### src/rtl/arp_tx.sv
`default_nettype none
// ============================================================================
// Module   : arp_tx
// Purpose  : Builds and streams 46-byte ARP request/reply payloads to the MAC.
// Revision : 1.0 - initial release
// ============================================================================
module arp_tx (
  input  logic        clk,
  input  logic        rst_n,
  input  logic [47:0] local_mac_addr,
  input  logic [31:0] local_ip_addr,
  input  logic [31:0] dest_ip_addr,
  input  logic        arp_request_req,
  output logic        arp_request_ack,
  input  logic        arp_reply_req,
  output logic        arp_reply_ack,
  input  logic [31:0] arp_rec_source_ip_addr,
  input  logic [47:0] arp_rec_source_mac_addr,
  output logic        arp_tx_req,
  input  logic        mac_tx_ack,
  output logic        arp_tx_valid,
  output logic [7:0]  arp_tx_data,
  output logic        arp_tx_end,
  output logic [47:0] arp_dest_mac_addr
);

  localparam logic [1:0]  S_IDLE    = 2'd0;
  localparam logic [1:0]  S_TX_REQ  = 2'd1;
  localparam logic [1:0]  S_TX_DATA = 2'd2;
  localparam logic [1:0]  S_TX_END  = 2'd3;
  localparam logic [7:0]  LAST_BYTE = 8'd45;
  localparam logic [7:0]  HDR_BYTES = 8'd28;
  localparam logic [47:0] BCAST_MAC = 48'hFFFF_FFFF_FFFF;

  logic [1:0]   state_q, state_d;
  logic [7:0]   cnt_q, cnt_d;
  logic         is_reply_q, is_reply_d;
  logic [47:0]  src_mac_q, src_mac_d;
  logic [31:0]  src_ip_q, src_ip_d;
  logic [47:0]  tgt_mac_q, tgt_mac_d;
  logic [31:0]  tgt_ip_q, tgt_ip_d;
  logic [47:0]  dest_mac_q, dest_mac_d;
  logic         req_ack_q, req_ack_d;
  logic         rep_ack_q, rep_ack_d;
  logic         start_w;
  logic [223:0] hdr_w;
  logic [4:0]   byte_sel_w;

  always_ff @(posedge clk or negedge rst_n) begin
    if (!rst_n) state_q <= S_IDLE;
    else        state_q <= state_d;
  end

  always_comb begin
    state_d = state_q;
    case (state_q)
      S_IDLE:    if (arp_reply_req || arp_request_req) state_d = S_TX_REQ;
      S_TX_REQ:  if (mac_tx_ack) state_d = S_TX_DATA;
      S_TX_DATA: if (cnt_q == LAST_BYTE) state_d = S_TX_END;
      S_TX_END:  state_d = S_IDLE;
      default:   state_d = S_IDLE;
    endcase
  end

  // Frame fields are captured only when leaving IDLE; reply has priority.
  always_comb begin
    start_w    = (state_q == S_IDLE) && (arp_reply_req || arp_request_req);
    is_reply_d = is_reply_q;
    src_mac_d  = src_mac_q;
    src_ip_d   = src_ip_q;
    tgt_mac_d  = tgt_mac_q;
    tgt_ip_d   = tgt_ip_q;
    dest_mac_d = dest_mac_q;
    req_ack_d  = start_w && !arp_reply_req;
    rep_ack_d  = start_w && arp_reply_req;
    cnt_d      = (state_q == S_TX_DATA) ? cnt_q + 8'd1 : 8'd0;
    if (start_w) begin
      is_reply_d = arp_reply_req;
      src_mac_d  = local_mac_addr;
      src_ip_d   = local_ip_addr;
      tgt_mac_d  = arp_reply_req ? arp_rec_source_mac_addr : 48'd0;
      tgt_ip_d   = arp_reply_req ? arp_rec_source_ip_addr : dest_ip_addr;
      dest_mac_d = arp_reply_req ? arp_rec_source_mac_addr : BCAST_MAC;
    end
  end

  always_ff @(posedge clk or negedge rst_n) begin
    if (!rst_n) begin
      cnt_q      <= 8'd0;
      is_reply_q <= 1'b0;
      src_mac_q  <= 48'd0;
      src_ip_q   <= 32'd0;
      tgt_mac_q  <= 48'd0;
      tgt_ip_q   <= 32'd0;
      dest_mac_q <= 48'd0;
      req_ack_q  <= 1'b0;
      rep_ack_q  <= 1'b0;
    end else begin
      cnt_q      <= cnt_d;
      is_reply_q <= is_reply_d;
      src_mac_q  <= src_mac_d;
      src_ip_q   <= src_ip_d;
      tgt_mac_q  <= tgt_mac_d;
      tgt_ip_q   <= tgt_ip_d;
      dest_mac_q <= dest_mac_d;
      req_ack_q  <= req_ack_d;
      rep_ack_q  <= rep_ack_d;
    end
  end

  always_comb begin
    arp_tx_req        = (state_q == S_TX_REQ);
    arp_tx_valid      = (state_q == S_TX_DATA);
    arp_tx_end        = (state_q == S_TX_END);
    arp_request_ack   = req_ack_q;
    arp_reply_ack     = rep_ack_q;
    arp_dest_mac_addr = dest_mac_q;
    hdr_w = {16'h0001, 16'h0800, 8'h06, 8'h04,
             {14'd0, is_reply_q, ~is_reply_q},
             src_mac_q, src_ip_q, tgt_mac_q, tgt_ip_q};
    // Byte 0 sits in the top octet of the 28-byte header vector.
    byte_sel_w  = 5'd27 - cnt_q[4:0];
    arp_tx_data = 8'h00;
    if (arp_tx_valid && (cnt_q < HDR_BYTES))
      arp_tx_data = hdr_w[{byte_sel_w, 3'b000} +: 8];
  end

endmodule
`default_nettype wire

### config.mk
export PLATFORM = sky130hd
export DESIGN_NAME = arp_tx
export DESIGN_NICKNAME = d
export VERILOG_FILES = /design/src/rtl/arp_tx.sv
export SDC_FILE = /design/constraint.sdc
export NUM_CORES = 1
export LEC_CHECK = 0
export BUFFER_PORTS_ARGS = -buffer_cell sky130_fd_sc_hd__buf_2
export CAP_MARGIN = 0
export CORE_MARGIN = 10
export CORE_UTILIZATION = 40
export CTS_BUF_LIST = sky130_fd_sc_hd__clkbuf_4 sky130_fd_sc_hd__clkbuf_8
export CTS_CLUSTER_SIZE = 40
export DETAILED_ROUTE_END_ITERATION = 7
export GPL_ROUTABILITY_DRIVEN = 0
export PLACE_DENSITY = 0.6
export SYNTH_ARGS = -nofsm -noshare
export SYNTH_HDL_FRONTEND = slang
export SYNTH_SLANG_ARGS = --single-unit
### constraint.sdc
create_clock -name clk -period 2.6 [get_ports clk]
set_input_delay 0.39 -clock clk [delete_from_list [all_inputs] [get_ports clk]]
set_output_delay 0.39 -clock clk [all_outputs]
set_load 0.02 [all_outputs]
==> summary.md, run 1 <==
The run finished, with violations left. The final reports fail on negative setup slack. The floorplan step defined a die boundary enclosing 0.03281 mm^2. The pin count of the biggest net entering global routing was 106. Fraction of post-synthesis cell area in the top cell type by area: 0.5325. The tools report the final worst-path setup slack as -0.2739 ns.

In this run, the number of DRC markers left after iteration 0 of detailed routing was 673. The tools report the tightest slew margin relative to the limit as 0.5348. For the pin with the worst max-slew slack, the measured transition is 0.6952 ns. Summing internal, switching and leakage power gives 15.56 mW. In the final timing run, aggregate negative setup slack is -1.974 ns. The clock sink total is 221. Walking the worst path, the cells encountered are inv_2 -> ha_4 -> or4b_4 -> nor4b_4 -> buf_4 -> a32oi_2 -> nand3_2 -> buf_6. Detailed placement ended at an HPWL of 24.00 mm.

The run gives 0 as the number of nets still failing antenna checks after routing. The via density per instance is 5.038, and the worst endpoint data arrival time is 2.48 ns. The async set or reset register ratio after synthesis came out at 1.000. The number of endpoints with negative hold slack in the final report was 0. The insertion delay to the later sink of the worst-skew pair is 0.54 ns. In this design, the largest share of critical-path delay is due to simple AND/OR/NAND/NOR gates.

H-tree level count: 2. The count of warnings emitted by yosys came out at 0. Ranked by total cell area, the synthesized netlist is headed by dfrtp_1 53%, nand2_1 13%, mux2i_1 5.2%. Setup repair after global routing could not meet its margin everywhere.

The tools report the number of global-route vias before repair as 9093. The count of input and output buffers came out at 257. When the netlist entered floorplanning its net count stood at 1293. The chip height is 181.1 um.

Across the run, the number of max-cap violations was 0. Hold timing on the final database bottoms out at a slack of 0.03677 ns. Classification of the worst setup path: reg2out.

The synthesis-to-finish area growth was 29.84%. Counting instances in the post-synthesis netlist gives the leading cell types as 373 x nand2_1, 221 x dfrtp_1, 66 x nand3_1. The tools report the type of destination of the critical path as a primary output. For this design the static power due to leakage is 6.938 nW. For the number of different library cells in the post-synthesis netlist, the log shows 43.

The power density of the placed cells was 1154 mW/mm^2. Timing would allow up to 348.0 MHz. Setup violations remaining at the end of the flow were counted as 8. For this run, the slowest stage of the critical path takes 0.55 ns.

The cell row count was 58. The tools report the setup clock skew after layout as 0.009202 ns. The root buffer selected by CTS is clkbuf_8. The number of enable flip-flop cells after synthesis is 0. Total I/O pin count: 258. The mean cell area of the mapped netlist works out to 9.554 um^2. TritonCTS built the clock tree. The tools report the number of antenna violations at the first check in global routing as 4. Main flop type after synthesis: dfrtp_1. In the synthesized netlist, the number of instances is 1087.

The fraction of the cycle the final worst path needs was 1.105. Buffers inserted during clock tree synthesis total 40. The run gives 0.1959 as the total routing resource utilization after global routing. STA classifies the critical path startpoint as a flop. The synthesized design spends more area on one cell type than any other, namely dfrtp_1. The initial core utilization is 0.4089, and the share of layout cells above drive strength 1 is 0.3154.

Across the VDD grid, the largest voltage drop is 0.0006853 V. The critical path contains buffers and inverters numbering 3 combined. Via total after detailed routing: 8685. After clock tree synthesis, the clock-pin slew on the worst setup and hold paths is 0.06 ns.

The total overflow left after global routing is 0. The final period demand of the worst path was 2.874 ns; the mapped cell area was 0.01038 mm^2. For the total core area, the log shows 0.02540 mm^2. Among all cell types in the netlist, the one instantiated most often is nand2_1. After detailed routing, the average wire length per cell comes to 19.23 um. The number of nets in the layout came out at 1569. Along the worst path, the maximum fanout reaches 4. Number of pins exceeding their max-slew limit in the final report: 0.

The classification of the worst-slack hold path was in2reg. Before antenna repair, the detailed router went through 5 iterations. The first global-routing pass estimated 51.69 mm of wire.

For this block, the routed nets add up to 33.15 mm of wire. Counting flops and latches in the post-synthesis netlist gives 221. Worst-path cell with the longest stage delay: or4b_4.

The longest clock path from root to sink contains 3 buffers. For this run, design rule violations remaining after detail routing come to 0. Horizontal die dimension: 181.1 um.

The logs give 0.5325 for the post-synthesis sequential area ratio and 2.21 ns for the required time at the worst-slack endpoint.
layout by cell type, fill, tap and decap left out, types with 8 or more instances in the layout:
cell type,synthesis,routed
nand3_1,66,60
dfrtp_1,221,220
buf_4,3,37
a22oi_1,8,8
nor2_1,55,55
mux4_2,19,23
mux4_1,12,8
buf_2,10,247
mux2i_1,54,53
a31oi_1,48,48
buf_6,1,9
o21ai_0,35,34
nand2_1,373,372
clkbuf_4,0,11
inv_1,53,52
clkbuf_8,0,53
buf_12,0,16
and2_1,9,9
repair_timing:
action / in CTS / in global routing
pin swaps: 11 / 8
gates resized for setup: 39 / 12
buffers inserted: 18 / 8
cloned: 0 / 0
hold buffers: 1 / 0
endpoints found under the setup margin: 8 / 8
hold endpoints to repair: 53 / 0
path summary, 6_finish.rpt:
kind                                      startpoint                                end  slack (ns)  cells past startpoint
max reg2reg                       cnt_q[1]$_DFF_PN0_             state_q[1]$_DFFE_PN0P_        0.55                      6
max                           state_q[0]$_DFFE_PN0P_                     arp_tx_data[6]       -0.27                      8
max in group asynchronous                      rst_n                 cnt_q[0]$_DFF_PN0_        1.46                      3
min in group asynchronous                      rst_n  arp_dest_mac_addr[36]$_DFFE_PN0P_        0.39                      2
min reg2reg                tgt_mac_q[17]$_DFFE_PN0P_          tgt_mac_q[17]$_DFFE_PN0P_        0.47                      2
min                                local_mac_addr[4]           src_mac_q[4]$_DFFE_PN0P_        0.04                      3
per-layer routing:
metal,track usage,part of all wire
met3,0.06054,0.077
met2,0.2985,0.46
met1,0.2670,0.44
met5,0,0.00078
met4,0.04653,0.015
where the power goes:
part | switching, mW | leakage, nW | internal, mW
Combinational | 3.43 | 3.79 | 2.57
Sequential | 1.06 | 2.68 | 4.96
Clock | 1.46 | 0.462 | 2.08
cell type report:
cell class / count / area, um^2
antenna: 2 / 5.005
clock buffer: 64 / 812.0
clock inverter: 7 / 65.06
fill: 2422 / 11920
inverter: 53 / 198.9
multi-input combinational: 735 / 4481
sequential: 221 / 5534
tap: 330 / 412.9
timing repair buffer: 312 / 1976
cells by family (layout without fill, tap and decap cells):
group,Yosys count,in the layout,synth area share
xor gates and xnor gates,6,6,0.005060
other,0,2,0
and+or+nand+nor,521,521,0.2053
buffers and inverters,131,436,0.05145
AOI/OAI and AO/OA,108,108,0.06470
adders and majority gates,9,9,0.01084
DFF,221,221,0.5325
muxes,91,91,0.1301
state kept, by name, indices dropped and copies added, names as in the netlist:
name and flops:
arp_dest_mac_addr 48, src_mac_q 48, tgt_mac_q 48, src_ip_q 32
tgt_ip_q 32, cnt_q 8, state_q 2, arp_reply_ack 1
arp_request_ack 1, is_reply_q 1
worst register-to-register path, cell delays in order, from the launching register on:
cell	delay, ns
dfrtp_1	0.52
buf_12	0.23
inv_1	0.21
ha_1	0.24
nand4_1	0.10
a221o_1	0.35
mux2_2	0.28
stage by stage:
stage / instance area (um^2) / instances / setup slack (ns) / util
2_1_floorplan: 10390 / 1087 / 0.2035 / -
3_3_place_gp: 12170 / 1624 / 0.1556 / 0.4791
3_5_place_dp: 12170 / 1624 / 0.07345 / 0.4791
4_1_cts: 13380 / 1714 / -0.3155 / 0.5267
5_1_grt: 13480 / 1723 / -0.3729 / 0.5308
6_report: 13480 / 1724 / -0.2739 / 0.5309
No activity file was read; power rests on OpenSTA's default activity.
==> inputs of run 2 (changes only) <==
==> constraint.sdc (replaced) <==
create_clock -name clk -period 2.6 [get_ports clk]
set_input_delay 0.52 -clock clk [delete_from_list [all_inputs] [get_ports clk]]
set_output_delay 0.52 -clock clk [all_outputs]
set_load 0.02 [all_outputs]
==> summary.md, run 2 (same netlist as run 1, synthesis figures left out) <==
The run finished, with violations left. The checks that failed: negative setup slack. The cell row count was 58 (unchanged); the number of pins exceeding their max-slew limit in the final report was 0 (unchanged). The logs give 258 (unchanged) for the total I/O pin count and 33.06 mm (-0.29%) for the aggregate routed wire length. For the leakage power of the design, the log shows 6.818 nW (-1.7%). The chip height is 181.1 um (unchanged). The tools report the worst slack on hold paths as 0.1739 ns (+0.1371 ns).

Setup repair after global routing could not meet its margin everywhere. The wire length of the first global-routing pass is 51.41 mm (-0.56%). The worst setup path is of the reg2out kind. The insertion delay to the later sink of the worst-skew pair was 0.54 ns (about the same); the count of input and output buffers was 257 (unchanged). CTS placed an instance of clkbuf_8 at the clock tree root.

Tightest slew margin relative to the limit: 0.5465 (+0.01173). In this run the worst hold path is classified as in2reg. The most numerous cell type found on the critical path is buf_6. The worst IR drop on VDD was 0.0007165 V (+4.5%). The fraction of the cycle the final worst path needs works out to 1.164 (+0.05894). Relative to the synthesized area, the layout overhead comes to 27.71%. The slew at the pin closest to its max-slew limit came out at 0.6788 ns (-0.01640 ns). On the critical path, the stage with the largest delay is an instance of dfrtp_1. The total core area is 0.02540 mm^2 (unchanged), and the final routed wire length divided by cell count is 19.29 um (+0.29%). The via density per instance came out at 5.054 (+0.32%). The number of endpoints with negative hold slack in the final report was 0 (unchanged); the setup clock skew after layout was 0.01563 ns (+0.006426 ns). Cell type group with the largest total delay on the critical path: buffers and inverters.

For the number of global-route vias before repair, the log shows 9103 (+0.11%). The total clock buffers created by CTS came out at 40 (unchanged). The signal on the critical path passes through ha_4 -> buf_6 -> buf_6 -> mux4_2 -> a32oi_1 -> nand3_1 -> buf_6.

The number of antenna violations at the first check in global routing was 5 (+1); the total routing resource utilization after global routing was 0.1938 (-0.002181). The logs give 0.5222 (-0.008720) for the final core utilization and 8662 (-0.26%) for the via total after detailed routing. For the first-pass detailed-route iteration total, the log shows 5 (unchanged). The max capacitance violation total came out at 0 (unchanged).

The required time at the worst-slack endpoint is 2.08 ns (-0.13 ns), and the number of design-rule violations left by the first detailed-router iteration is 658 (-2.2%). For the initial core utilization, the log shows 0.4089 (unchanged). The worst hold path stage count was 3 (unchanged); the cell area reported after detailed placement was 0.01210 mm^2 (-0.56%). The clock-pin slew reported for the worst setup and hold paths after clock tree synthesis came out at 0.06 ns (about the same).

The worst setup path is launched from a flop. The part of the power in combinational logic is 0.384 (-0.002), and the worst slack at placement is 0.01763 ns (-0.05582 ns). The worst setup path is captured at a primary output. Leaving out fill and tap cells, the most frequent cells in the layout are 372 x nand2_1, 247 x buf_2, 220 x dfrtp_1, 62 x nand3_1, 55 x nor2_1. The DRC violation count after routing is 0 (unchanged), and the total congestion overflow is 0 (unchanged).

The final period demand of the worst path came out at 3.027 ns (+0.1533 ns). For the clock power share, the log shows 0.221 (-0.006). The pin count of the biggest net entering global routing is 135 (+27%), and the horizontal die dimension is 181.1 um (unchanged).

The worst-case reg-to-reg path depth is 9 (+3). The count of buffer and inverter cells on the critical path came out at 3 (unchanged). The library cell used most frequently in the layout, excluding fill and tap cells, is nand2_1.

The logs give 0.01326 mm^2 (-1.6%) for the final design area excluding fillers and 330.3 MHz (-5.1%) for the fmax. The net switching fraction of the power works out to 0.3883 (+0.005916). For the power consumption, the log shows 15.20 mW (-2.3%). TritonCTS built the clock tree. The logs give 9.298 mW (-3.2%) for the internal power component and 5.902 mW (-0.80%) for the switching power.

The logs give 23.91 mm (-0.36%) for the half-perimeter wire length of the detailed placement result and 8 (unchanged) for the total setup violations reported at the end of the flow. The stage delay of the slowest cell on the critical path was 0.41 ns (-0.14 ns). For the number of nets in the layout, the log shows 1561 (-0.51%). The tools report the worst endpoint data arrival time as 2.51 ns (+0.03 ns). The largest buffer count on any clock path is 3 (unchanged). The run gives 0 (unchanged) as the number of nets still failing antenna checks after routing.

Share of layout cells above drive strength 1: 0.3099 (-0.005453). The sequential fraction of design power was 0.395 (+0.008); the final worst-path setup slack was -0.4272 ns (-0.1533 ns). The maximum fanout along the worst path came out at 7 (+3). The floorplan die area was 0.03281 mm^2 (unchanged); the H-tree level count was 2 (unchanged). The power density of the placed cells was 1146 mW/mm^2 (-0.68%); the logic depth of the worst path, buffers included was 7 (-1).

For the clock sink total, the log shows 221 (unchanged).
run 2: power by group through the flow:
stage	Sequential (mW)	Combinational, mW	Clock [mW]
3_5_place_dp	6.04	5.54	0
3_3_place_gp	6.07	5.39	0
4_1_cts	5.99	5.76	3.45
5_1_grt	6.17	6.51	3.61
2_1_floorplan	5.95	3.55	0
6_report	6.00	5.84	3.35
run 2: through the flow:
| step | TNS [ns] | cells |
|---|---|---|
| 6_report | -3.237 | 1714 |
| 3_5_place_dp | 0 | 1625 |
| 3_3_place_gp | 0 | 1625 |
| 2_1_floorplan | 0 | 1087 |
| 4_1_cts | -3.094 | 1703 |
| 5_1_grt | -3.948 | 1712 |
run 2: final cells by class:
class	instances	area [um^2]
Antenna cell	3	7.507
Clock buffer	61	783.3
Clock inverter	7	41.29
Fill cell	2404	12140
Inverter	53	198.9
Multi-Input combinational cell	736	4466
Sequential cell	221	5532
Tap cell	330	412.9
Timing Repair Buffer	303	1822
run 2: what timing repair did:
item | in CTS | in global routing
setup endpoints to repair | 8 | 8
gates cloned | 1 | 0
hold endpoints to repair | 44 | 0
hold buffers | 1 | 0
buffers inserted | 9 | 8
pin swaps | 14 | 10
gates resized for setup | 42 | 15
run 2: worst reg2reg max path: stages, from the launching register on:
cell     delay [ns]
dfrtp_1        0.39
inv_2          0.08
buf_4          0.11
buf_4          0.09
buf_4          0.13
ha_4           0.14
nor2b_4        0.58
buf_12         0.42
nand2_1        0.29
nand2_1        0.09
run 2: worst paths after layout:
path | start | end | slack, ns
worst max-delay path | cnt_q[3]$_DFF_PN0_ | arp_tx_data[4] | -0.43
worst min-delay path | local_mac_addr[7] | src_mac_q[7]$_DFFE_PN0P_ | 0.17
worst max register to register | state_q[0]$_DFFE_PN0P_ | src_mac_q[5]$_DFFE_PN0P_ | 0.23
worst min register to register | src_mac_q[34]$_DFFE_PN0P_ | src_mac_q[34]$_DFFE_PN0P_ | 0.47
max in group asynchronous | rst_n | src_ip_q[20]$_DFFE_PN0P_ | 1.45
min in group asynchronous | rst_n | arp_dest_mac_addr[36]$_DFFE_PN0P_ | 0.47
run 2: per-layer routing:
metal  part of all wire  GRT usage  up-vias  wire (um)
met1               0.45     0.2609     4188      14880
met2               0.47     0.3043      272      15470
met5            0.00082          0        -         27
li1                   -          -     4155          -
met4              0.015    0.05207        4        499
met3              0.066    0.04835       43       2171
==> inputs of run 3 (changes only) <==
--- a/config.mk
+++ b/config.mk
@@ -13,7 +13,7 @@
 export CTS_CLUSTER_SIZE = 40
 export DETAILED_ROUTE_END_ITERATION = 7
 export GPL_ROUTABILITY_DRIVEN = 0
-export PLACE_DENSITY = 0.6
+export PLACE_DENSITY = 0.64
 export SYNTH_ARGS = -nofsm -noshare
 export SYNTH_HDL_FRONTEND = slang
 export SYNTH_SLANG_ARGS = --single-unit
==> summary.md, run 3 (same netlist as run 1, synthesis figures left out) <==
The clock sink total is 221 (unchanged). The worst-path cell with the longest stage delay is or4b_4. The number of pins exceeding their max-slew limit in the final report was 0 (unchanged); the leakage power of the design was 6.852 nW (+0.49%). The final routed wire length divided by cell count is 19.13 um (-0.81%). The flow ran to the end, but the final reports show violations. Clock tree synthesis selected as its root buffer the cell clkbuf_8. Tracing the worst setup path back leads to its startpoint at state_q[0]$_DFFE_PN0P_. The cell family contributing the most delay on the critical path is simple AND/OR/NAND/NOR gates. The required time at the worst-slack endpoint is 2.08 ns (about the same), and the final period demand of the worst path is 3.004 ns (-0.02327 ns).

The run gives 0.5227 (about the same) as the final core utilization. The fmax is 332.9 MHz (+0.77%), and the total clock buffers created by CTS is 40 (unchanged). The worst endpoint data arrival time was 2.48 ns (-0.03 ns); the stage delay of the slowest cell on the critical path was 0.53 ns (+0.12 ns).

The total routing resource utilization after global routing was 0.1930 (-0.0007624); the count of input and output buffers was 257 (unchanged). The worst IR drop on VDD was 0.0007712 V (+7.6%). The share of layout cells above drive strength 1 is 0.3084 (-0.001502), and the horizontal die dimension is 181.1 um (unchanged). The count of buffer and inverter cells on the critical path came out at 3 (unchanged). The number of filler cells placed in the layout is 2363 (-1.7%), and the via total after detailed routing is 8648 (-0.16%).

Total core area: 0.02540 mm^2 (unchanged). The worst setup path is captured at a primary output. The power consumption is 15.10 mW (-0.67%). For the wire length of the first global-routing pass, the log shows 50.92 mm (-0.95%). The clock-pin slew reported for the worst setup and hold paths after clock tree synthesis is 0.06 ns (about the same), and the pin count of the biggest net entering global routing is 115 (-15%). The insertion delay to the later sink of the worst-skew pair was 0.53 ns (about the same); the number of nets still failing antenna checks after routing was 0 (unchanged).

H-tree level count: 2 (unchanged). The synthesis-to-finish area growth was 27.83% (about the same); the fraction of the cycle the final worst path needs was 1.155 (-0.008951). The tools report the DRC violation count after routing as 0 (unchanged). In the layout the commonest cells are 372 x nand2_1, 247 x buf_2, 220 x dfrtp_1, 60 x nand3_1, 55 x nor2_1.

Worst slack at placement: 0.03072 ns (+0.01309 ns). The cell area reported after detailed placement is 0.01212 mm^2 (+0.19%). The worst setup path is of the reg2out kind. The tools report the total setup violations reported at the end of the flow as 8 (unchanged).

Following the worst setup path forward leads to its endpoint at arp_tx_data[5]. The slew at the pin closest to its max-slew limit works out to 0.5762 ns (-0.1026 ns). The maximum fanout along the worst path is 7 (unchanged). The tools report the setup clock skew after layout as 0.008426 ns (-0.007202 ns). Worst slack on hold paths: 0.1765 ns (+0.002633 ns). The via density per instance came out at 5.057 (about the same). The most common cell after layout, fill and taps aside is nand2_1. Max capacitance violation total: 0 (unchanged). The setup slack on the worst flop-to-flop path is 0.61 ns (+0.38 ns). The library cell appearing most often on the critical path was buf_6. The final reports fail on negative setup slack. The logs give 5 (unchanged) for the number of antenna violations at the first check in global routing and 1623 (-0.12%) for the instance count after placement with tap cells included. The worst register-to-register path begins at cnt_q[1]$_DFF_PN0_. The cell row count was 58 (unchanged). STA classifies the critical path startpoint as a flop.

The first-pass detailed-route iteration total is 5 (unchanged), and the number of endpoints with negative hold slack in the final report is 0 (unchanged). The area taken by flip-flops and latches is 0.005532 mm^2 (unchanged), and the chip height is 181.1 um (unchanged). The min-delay analysis places its worst path in the category in2reg. In this run the critical register-to-register path is captured at state_q[1]$_DFFE_PN0P_.

The worst-case reg-to-reg path depth came out at 5 (-4). Setup repair after global routing could not meet its margin everywhere. The logs give 0.03281 mm^2 (unchanged) for the floorplan die area and 0.6059 (+0.05943) for the tightest slew margin relative to the limit. The logic depth of the worst path, buffers included came out at 8 (+1). The run gives 0.004468 mm^2 (about the same) as the multi-input combinational cell area. Final worst-path setup slack: -0.4039 ns (+0.02327 ns). The total I/O pin count was 258 (unchanged); the largest buffer count on any clock path was 3 (unchanged). TritonCTS built the clock tree. The sum of negative setup slack is -3.023 ns (+0.2140 ns), and the initial core utilization is 0.4089 (unchanged). The run gives 642 (-2.4%) as the number of design-rule violations left by the first detailed-router iteration.

The number of nets in the layout was 1560 (-0.064%). The run gives 0.01328 mm^2 (about the same) as the final design area excluding fillers. Walking the worst path, the cells encountered are inv_2 -> ha_4 -> or4b_4 -> nor2_4 -> buf_6 -> a32oi_2 -> nand3_2 -> buf_6. The run gives 9022 (-0.89%) as the number of global-route vias before repair.

The total congestion overflow was 0 (unchanged); the half-perimeter wire length of the detailed placement result was 23.90 mm (about the same). The final non-filler cell total is 1710 (-0.23%), and the power density of the placed cells is 1137 mW/mm^2 (-0.77%). The aggregate routed wire length was 32.71 mm (-1.0%).
## run 3: changes by cell type in the layout (fill, tap and decap cells not counted), moves of 3 or more
cell | before | now
clkinv_2 | 5 | 2
buf_12 | 7 | 13
clkbuf_4 | 9 | 15
clkbuf_8 | 52 | 48
buf_6 | 16 | 10
## run 3: metal layers
metal / up-vias / track usage / share of wire
li1: 4156 / - / -
met1: 4146 / 0.2612 / 0.44
met2: 285 / 0.2952 / 0.46
met3: 55 / 0.05694 / 0.073
met4: 6 / 0.05207 / 0.019
met5: - / 0 / 0.0014
## run 3: power breakdown
part           leakage, nW  internal, mW  switching, mW  total (mW)
clock                0.426          1.87           1.42        3.29
combinational         3.74          2.43           3.35        5.78
sequential            2.68          4.96           1.06        6.02
total                 6.85          9.26           5.84        15.1
## run 3: cell type report
class | instances | share of cell area
Clock inverter | 3 | 0.001414
Timing Repair Buffer | 303 | 0.1406
Sequential cell | 221 | 0.4167
Tap cell | 330 | 0.03110
Inverter | 53 | 0.01499
Antenna cell | 2 | 0.0003770
Clock buffer | 63 | 0.05825
Multi-Input combinational cell | 735 | 0.3366
## run 3: repair_timing
| item | in CTS | in global routing |
|---|---|---|
| endpoints found under the setup margin | 8 | 8 |
| pin swaps | 12 | 7 |
| setup buffers | 9 | 9 |
| hold buffers | 1 | 0 |
| gates resized for setup | 33 | 14 |
| hold endpoints to repair | 45 | 0 |
## run 3: tightest hold or removal path, cell delays in order
cell and delay [ns]:
buf_2 0.07, nand2_1 0.04, nand2_1 0.04
## run 3: worst min path at each step
stage                                   from                                 to  slack (ns)  cells past startpoint
floorplan                              rst_n   arp_dest_mac_addr[0]$_DFFE_PN0P_        0.22                      0
global placement    src_mac_q[8]$_DFFE_PN0P_           src_mac_q[8]$_DFFE_PN0P_        0.45                      2
detailed placement                     rst_n  arp_dest_mac_addr[36]$_DFFE_PN0P_        0.46                      1
CTS                        local_ip_addr[21]           src_ip_q[21]$_DFFE_PN0P_        0.15                      3
global route               local_ip_addr[21]           src_ip_q[21]$_DFFE_PN0P_        0.15                      3
finish                     local_ip_addr[18]           src_ip_q[18]$_DFFE_PN0P_        0.18                      3
